### config.mk
export PLATFORM = sky130hd
export DESIGN_NAME = rf_exec_ctrl
export DESIGN_NICKNAME = d
export VERILOG_FILES = /design/src/rtl/rf_exec_pkg.sv /design/src/rtl/rf_exec_alu.sv /design/src/rtl/rf_exec_ctrl.sv
export SDC_FILE = /design/constraint.sdc
export NUM_CORES = 1
export LEC_CHECK = 0
export BUFFER_PORTS_ARGS = -buffer_cell sky130_fd_sc_hd__buf_2
export CORE_MARGIN = 2
export CORE_UTILIZATION = 50
export CTS_BUF_LIST = sky130_fd_sc_hd__clkbuf_16
export CTS_CLUSTER_SIZE = 10
export DETAILED_ROUTE_END_ITERATION = 16
export PLACE_DENSITY = 0.73
export SLEW_MARGIN = 20
export SYNTH_ARGS = -nofsm -noshare
export SYNTH_HDL_FRONTEND = slang
export SYNTH_HIERARCHICAL = 1
export SYNTH_SLANG_ARGS = --single-unit
### constraint.sdc
create_clock -name clk -period 4.05 [get_ports clk]
set_input_delay 0.6075 -clock clk [delete_from_list [all_inputs] [get_ports clk]]
set_output_delay 0.6075 -clock clk [all_outputs]
set_load 0.01 [all_outputs]
### src/rtl/rf_exec_pkg.sv
// Shared opcodes, FSM state encoding and default widths for the register-file sequencer.
// Latency: none (declarations only).
// Backpressure: not applicable.
package rf_exec_pkg;

    localparam int DW_DEF = 16;
    localparam int AW_DEF = 3;

    localparam logic [2:0] OP_ADD = 3'd0;
    localparam logic [2:0] OP_SUB = 3'd1;
    localparam logic [2:0] OP_AND = 3'd2;
    localparam logic [2:0] OP_OR  = 3'd3;
    localparam logic [2:0] OP_XOR = 3'd4;
    localparam logic [2:0] OP_NOT = 3'd5;
    localparam logic [2:0] OP_MOV = 3'd6;
    localparam logic [2:0] OP_LDI = 3'd7;

    typedef enum logic [2:0] {
        S_IDLE  = 3'd0,
        S_READ  = 3'd1,
        S_EXEC  = 3'd2,
        S_WRITE = 3'd3,
        S_RESP  = 3'd4
    } state_t;

    // Every op except LDI takes its operands from the register file.
    function automatic logic needs_read(input logic [2:0] op);
        return op != OP_LDI;
    endfunction

endpackage

### src/rtl/rf_exec_alu.sv
// Combinational 16-bit ALU: (op, a, b, imm) -> (result, carry).
// Latency: zero cycles, purely combinational.
// Backpressure: none; the sequencer decides when the output is captured.
module rf_exec_alu
    import rf_exec_pkg::*;
#(
    parameter int DW = DW_DEF
) (
    input  logic [2:0]    op,
    input  logic [DW-1:0] a,
    input  logic [DW-1:0] b,
    input  logic [DW-1:0] imm,
    output logic [DW-1:0] result,
    output logic          carry
);

    logic [DW:0] sum;
    logic [DW:0] diff;

    // One extra bit on add/subtract gives the carry-out and the unsigned borrow (a < b).
    always_comb begin
        sum    = {1'b0, a} + {1'b0, b};
        diff   = {1'b0, a} - {1'b0, b};
        result = '0;
        carry  = 1'b0;
        case (op)
            OP_ADD: begin result = sum[DW-1:0];  carry = sum[DW];  end
            OP_SUB: begin result = diff[DW-1:0]; carry = diff[DW]; end
            OP_AND: result = a & b;
            OP_OR:  result = a | b;
            OP_XOR: result = a ^ b;
            OP_NOT: result = ~a;
            OP_MOV: result = a;
            OP_LDI: result = imm;
            default: result = '0;
        endcase
    end

endmodule

### src/rtl/rf_exec_ctrl.sv
// Single-issue sequencer: read two registers, run the ALU, write back rd, return result and flags.
// Latency: rsp_valid 4 cycles after the accept cycle for ALU ops, 3 for LDI; one op in flight.
// Backpressure: cmd_ready is low outside IDLE; RESP holds a stable payload until rsp_ready.
module rf_exec_ctrl
    import rf_exec_pkg::*;
#(
    parameter int DW = DW_DEF,
    parameter int AW = AW_DEF
) (
    input  logic          clk,
    input  logic          reset,
    input  logic          cmd_valid,
    output logic          cmd_ready,
    input  logic [2:0]    cmd_op,
    input  logic [AW-1:0] cmd_rd,
    input  logic [AW-1:0] cmd_rs1,
    input  logic [AW-1:0] cmd_rs2,
    input  logic [DW-1:0] cmd_imm,
    output logic          rsp_valid,
    input  logic          rsp_ready,
    output logic [DW-1:0] rsp_data,
    output logic          rsp_zero,
    output logic          rsp_carry,
    output logic          rf_wr,
    output logic [AW-1:0] rf_wr_addr,
    output logic [AW-1:0] rf_rd_addr_a,
    output logic [AW-1:0] rf_rd_addr_b,
    output logic [DW-1:0] rf_d_in,
    input  logic [DW-1:0] rf_d_out_a,
    input  logic [DW-1:0] rf_d_out_b
);

    state_t        state_q;
    state_t        state_d;
    logic          accept;
    logic [2:0]    op_q;
    logic [AW-1:0] rd_q;
    logic [DW-1:0] imm_q;
    logic [DW-1:0] opa_q;
    logic [DW-1:0] opb_q;
    logic [DW-1:0] result_q;
    logic          carry_q;
    logic          zero_q;
    logic [DW-1:0] alu_result;
    logic          alu_carry;

    assign accept = cmd_valid & cmd_ready;

    rf_exec_alu #(.DW(DW)) u_alu (
        .op     (op_q),
        .a      (opa_q),
        .b      (opb_q),
        .imm    (imm_q),
        .result (alu_result),
        .carry  (alu_carry)
    );

    // State register.
    always_ff @(posedge clk or negedge reset) begin
        if (!reset) state_q <= S_IDLE;
        else        state_q <= state_d;
    end

    // Next-state decode; LDI skips the register read.
    always_comb begin
        state_d   = state_q;
        cmd_ready = 1'b0;
        case (state_q)
            S_IDLE: begin
                cmd_ready = 1'b1;
                if (cmd_valid) state_d = needs_read(cmd_op) ? S_READ : S_EXEC;
            end
            S_READ:  state_d = S_EXEC;
            S_EXEC:  state_d = S_WRITE;
            S_WRITE: state_d = S_RESP;
            S_RESP:  if (rsp_ready) state_d = S_IDLE;
            default: state_d = S_IDLE;
        endcase
    end

    // Datapath: latch the command, capture operands, register the ALU result and the
    // registered strobes. The result register feeds both the write port and the response,
    // so the payload cannot change while RESP waits.
    always_ff @(posedge clk or negedge reset) begin
        if (!reset) begin
            op_q         <= '0;
            rd_q         <= '0;
            imm_q        <= '0;
            rf_rd_addr_a <= '0;
            rf_rd_addr_b <= '0;
            opa_q        <= '0;
            opb_q        <= '0;
            result_q     <= '0;
            carry_q      <= 1'b0;
            zero_q       <= 1'b0;
            rf_wr        <= 1'b0;
            rsp_valid    <= 1'b0;
        end else begin
            if (accept) begin
                op_q  <= cmd_op;
                rd_q  <= cmd_rd;
                imm_q <= cmd_imm;
                if (needs_read(cmd_op)) begin
                    rf_rd_addr_a <= cmd_rs1;
                    rf_rd_addr_b <= cmd_rs2;
                end
            end
            if (state_q == S_READ) begin
                opa_q <= rf_d_out_a;
                opb_q <= rf_d_out_b;
            end
            if (state_q == S_EXEC) begin
                result_q <= alu_result;
                carry_q  <= alu_carry;
                zero_q   <= (alu_result == '0);
            end
            rf_wr     <= (state_d == S_WRITE);
            rsp_valid <= (state_d == S_RESP);
        end
    end

    assign rf_wr_addr = rd_q;
    assign rf_d_in    = result_q;
    assign rsp_data   = result_q;
    assign rsp_zero   = zero_q;
    assign rsp_carry  = carry_q;

endmodule

Yosys cells after proc, flatten, opt, wreduce, memory -nomap -nowiden

Cells that the tools add are included.

Register bits: 83
Input bits: 64
Output and inout bits: 46
Logic and storage cells: 45

Add/subtract/negate cells: 2
Equality and inequality tests: 14
Mux-type cells: 7
Bitwise operators: 5
Reductions and logical operators: 4

Operator list:

| kind                 | count |
|---|---|
| $pmux W16 S8         | 1 |
| $eq A3 B3 Y1 const B | 6 |
| $add A16 B16 Y17     | 1 |
| $sub A16 B16 Y17     | 1 |
| $and A16 B16 Y16     | 1 |
| $logic_not A16 Y1    | 1 |
| $not A16 Y16         | 1 |
| $or A16 B16 Y16      | 1 |
| $xor A16 B16 Y16     | 1 |
| $eq A3 B2 Y1 const B | 5 |
| $pmux W3 S5          | 1 |
| $eq A3 B1 Y1 const B | 2 |
| $logic_not A3 Y1     | 2 |
| $mux W3              | 2 |
| $ne A3 B3 Y1 const B | 1 |
| $mux W2              | 1 |
| $pmux W1 S2          | 1 |
| $reduce_and A2 Y1    | 1 |
| $and A1 B1 Y1        | 1 |
| $mux W1              | 1 |

Longest topological paths before layout

Depth in word-level cells: 5
Gate-level depth with buffers: 13

By module

The synthesis kept the hierarchy.

By module, submodules not included:

| module       | instances | cells an instance | area an instance (um^2) | sequential area each (um^2) |
|---|---|---|---|---|
| rf_exec_ctrl | 1         | 241               | 3324.4                  | 2077.0 |
| rf_exec_alu  | 1         | 436               | 2915.3                  | 0.0 |

Least setup slack after synthesis

OpenSTA, ideal clock, no wires.

Path kind: register to register
Start point: reg opa_q[0]
End point: reg zero_q, in the netlist rsp_zero
Library setup time: 0.083 ns
Data arrival time: 2.836 ns
Path slack: 1.131 ns
Stages on the path, launching flop included: 14
Buffers on the path: 0
Cells stage by stage: dfrtp_1 > inv_1 > ha_1 > fa_1 > o21ba_1 > or4_4 > nand2_1 > a211oi_2 > o21ai_0 > mux2i_1 > nand2_1 > nor4_1 > nand4_1 > o21ai_0

Cells in the longest elaborated chain, start to end: 3
Elaborated cells on any way between the ends: 8
Classes of those cells: add/sub (2); mux (1); bitwise (4); reduce/logical (1)

RTL lines:

| what                                                 | RTL line                             | text |
|---|---|---|
| start: declaration                                   | rf_exec_ctrl.sv:39                   | `logic [DW-1:0] opa_q;` |
| start signal: assignment                             | rf_exec_ctrl.sv:109                  | `opa_q <= rf_d_out_a;` |
| $sub A16 B16 Y17 or $add A16 B16 Y17 (tied branches) | rf_exec_alu.sv:23, rf_exec_alu.sv:22 |  |
| $pmux W16 S8 (*)                                     | rf_exec_alu.sv:26                    | `case (op)` |
| via alu_result[10]                                   | rf_exec_ctrl.sv:44                   | `logic [DW-1:0] alu_result;` |
| $logic_not A16 Y1 (*)                                | rf_exec_ctrl.sv:115                  | `zero_q <= (alu_result == '0);` |
| end signal: assignment                               | rf_exec_ctrl.sv:115                  |  |
| end: declaration                                     | rf_exec_ctrl.sv:43                   | `logic zero_q;` |

Mark *: on every way through the listed nets, which the timed path passes. The rest lies on a longest branch.
A chain may end at the register's enable or synchronous reset.

Worst setup path in the final report

Same ends and word-level chain as after synthesis.

==> run metrics <==
TritonRoute pass-1 iters 5; DRC 0; vias per cell 5.79; CTS hold repair buffers 0; sequential area share after synthesis 0.333; Synth Warn # 6; Vert. Die Dim 116 µm; relative slew slack 0.553; wire length on met1 7860 µm; worst hold path type input port to asynchronous set/reset pin; Yosys top cell area share 0.333; worst slew pin tran 0.668 ns; largest net degree at the start of global routing 47; Startpoint Class flip-flop; WL met2 7630 µm; RSZ-0062 raised after global routing no; CTS tree yes; crit path cell chain inv_1, ha_1, fa_1, o21ba_1, or4_4, nand2_1, a211oi_2, o21ai_0, mux2i_1, nand2_1, nor4_1, nand4_1, o21ai_0; Die ar. 13400 µm²; Synth cell types 69; Avg WL per Cell 18.1 µm; Slew Viols, Final 0; Period minus WS final 3.37 ns; placeable core area 12100 µm²; CTS Root Cell clkbuf_16; HPWL after detailed placement 12500 µm; mapped cell area 6240 µm²; post-synthesis register bit count 83; most common library cell in the layout ignoring fill and taps buf_2; via count 5371; clock-pin slew on the worst setup and hold paths 0.06 ns; clk buf depth 2; die width 116 µm; Setup violations, final 0; CTS Buf Count 9; Syn Nets 791; number of global-route vias before repair 5111; P&R area growth vs syn 12.8%; # resized after CTS 0; share of post-route cells with drive strength above 1 0.286; Avg Cell Area, Syn 9.22 µm²; commonest non-fill, non-tap cells in the layout buf_2, nand2_1, dfrtp_1; CP arrival 3.63 ns; Fin Setup TNS 0 ns; number of post-CTS setup repair buffers 0; WP data required 4.32 ns; initial antenna violation count 0; routed wl met3 993 µm; CP bufs+invs 1; H-tree Lvls 3; GRT overflow 0; fmax 0.297 GHz; Post-Route Skew 0.00650 ns; crit share post-route 0.831; Top Layer Used met4; Post-DRT Antenna Nets 0; top post-synthesis cells by area dfrtp_1, mux2_2, ha_1, nand2_1, a21oi_1; post-synth top area cell dfrtp_1; critical path class flip-flop to flip-flop; GRT Util Overall 0.258; Final Hold Fails 0; Starting Density 0.515; worst skew pair latency 0.35 ns; number of synthesized flops with an enable pin 0; crit end category flip-flop; WL final 16800 µm; status finished, final reports clean; Clock Sinks 83; I/O Pins 110; first-pass GRT wire length 26700 µm; count of routing violations after the opening detailed-route iteration 439; Max stage delay on crit path 0.45 ns; setup ws final 0.682 ns; GP Congestion 0.951; Crit path max-delay family simple AND/OR/NAND/NOR gates; worst-path fanout max 5; Port Buf Inserts 109; dpl ws 0.716 ns; Max stage delay cell, worst path or4_4; Std-Cell Rows 40; # diodes 0; Synth async-reset ratio 1.00; Final nets 869; Cells after Synth 677; max_cap viols 0; Top FF cell, synth dfrtp_1
worst reg2reg max path, cell delays in order (launching register included):
cell,delay (ns)
dfrtp_1,0.41
inv_1,0.10
ha_1,0.25
fa_1,0.42
o21ba_1,0.21
or4_4,0.45
nand2_1,0.15
a211oi_2,0.10
o21ai_0,0.28
mux2i_1,0.22
nand2_1,0.09
nor4_1,0.32
nand4_1,0.12
o21ai_0,0.16
worst paths after layout:
| check | start | to | slack (ns) | depth (start not counted) |
|---|---|---|---|---|
| min reg2reg | rf_d_in[1] | rf_d_in[1] | 0.49 | 2 |
| max reg2reg | opa_q[0] | rsp_zero | 0.68 | 13 |
| max | opa_q[0] | rsp_zero | 0.68 | 13 |
| min | reset | opb_q[5] | 0.23 | 1 |
| min in group clk | cmd_imm[3] | imm_q[3] | 0.48 | 2 |
| max in group asynchronous | reset | rf_d_in[13] | 2.90 | 2 |
synth_stat cells, types with 9 or more instances:
| cell type | instances |
|---|---|
| nand2_1 | 90 |
| dfrtp_1 | 83 |
| mux2_2 | 57 |
| inv_1 | 49 |
| ha_1 | 48 |
| a21oi_1 | 41 |
| nor2_1 | 41 |
| o21ai_0 | 36 |
| buf_4 | 20 |
| clkbuf_1 | 12 |
| nor3_1 | 12 |
| xnor2_1 | 11 |
| a211oi_1 | 10 |
| buf_2 | 10 |
| nand3_1 | 10 |
| nor4_1 | 10 |
| mux2i_1 | 9 |
registers in the layout, summed over array words and instances (netlist names):
name          cells
imm_q            16
opa_q            16
opb_q            16
rf_d_in          16
op_q              3
rf_rd_addr_a      3
rf_rd_addr_b      3
rf_wr_addr        3
state_q           3
rf_wr             1
rsp_carry         1
rsp_valid         1
rsp_zero          1
metrics by stage:
step | utilization | cell area (µm²) | hold WS (ns) | cells
CTS | 0.581 | 7040 | 0.253 | 928
finish | 0.581 | 7040 | 0.228 | 928
detailed placement | 0.559 | 6770 | 0.477 | 912
global route | 0.581 | 7040 | 0.277 | 928
floorplan | - | 6240 | 0.312 | 677
global placement | 0.559 | 6770 | 0.454 | 912
metal layers:
layer,vias up,track usage
met1,2582,0.367
li1,2535,-
met2,225,0.402
met3,29,0.0408
met4,0,0.0905
met5,-,0
cell families after synthesis:
kind of cell	synth area share
AO/OA/AOI/OAI	0.182
XOR/XNOR	0.0168
adder cells (fa/ha/maj)	0.103
buffers and inverters	0.0840
flip-flops	0.333
multiplexers	0.143
AND/OR/NAND/NOR	0.139
cell type report:
class / instances / area, µm²
Fill cell: 1112 / 5070
Multi-Input combinational cell: 490 / 3640
Sequential cell: 83 / 2080
Timing Repair Buffer: 120 / 643
Clock buffer: 9 / 225
Tap cell: 168 / 210
Inverter: 51 / 191
Clock inverter: 7 / 43.8
Power is left out: the tool's default activity adds up to more than one toggle a clock period on the data nets, which glitch-free logic cannot reach.
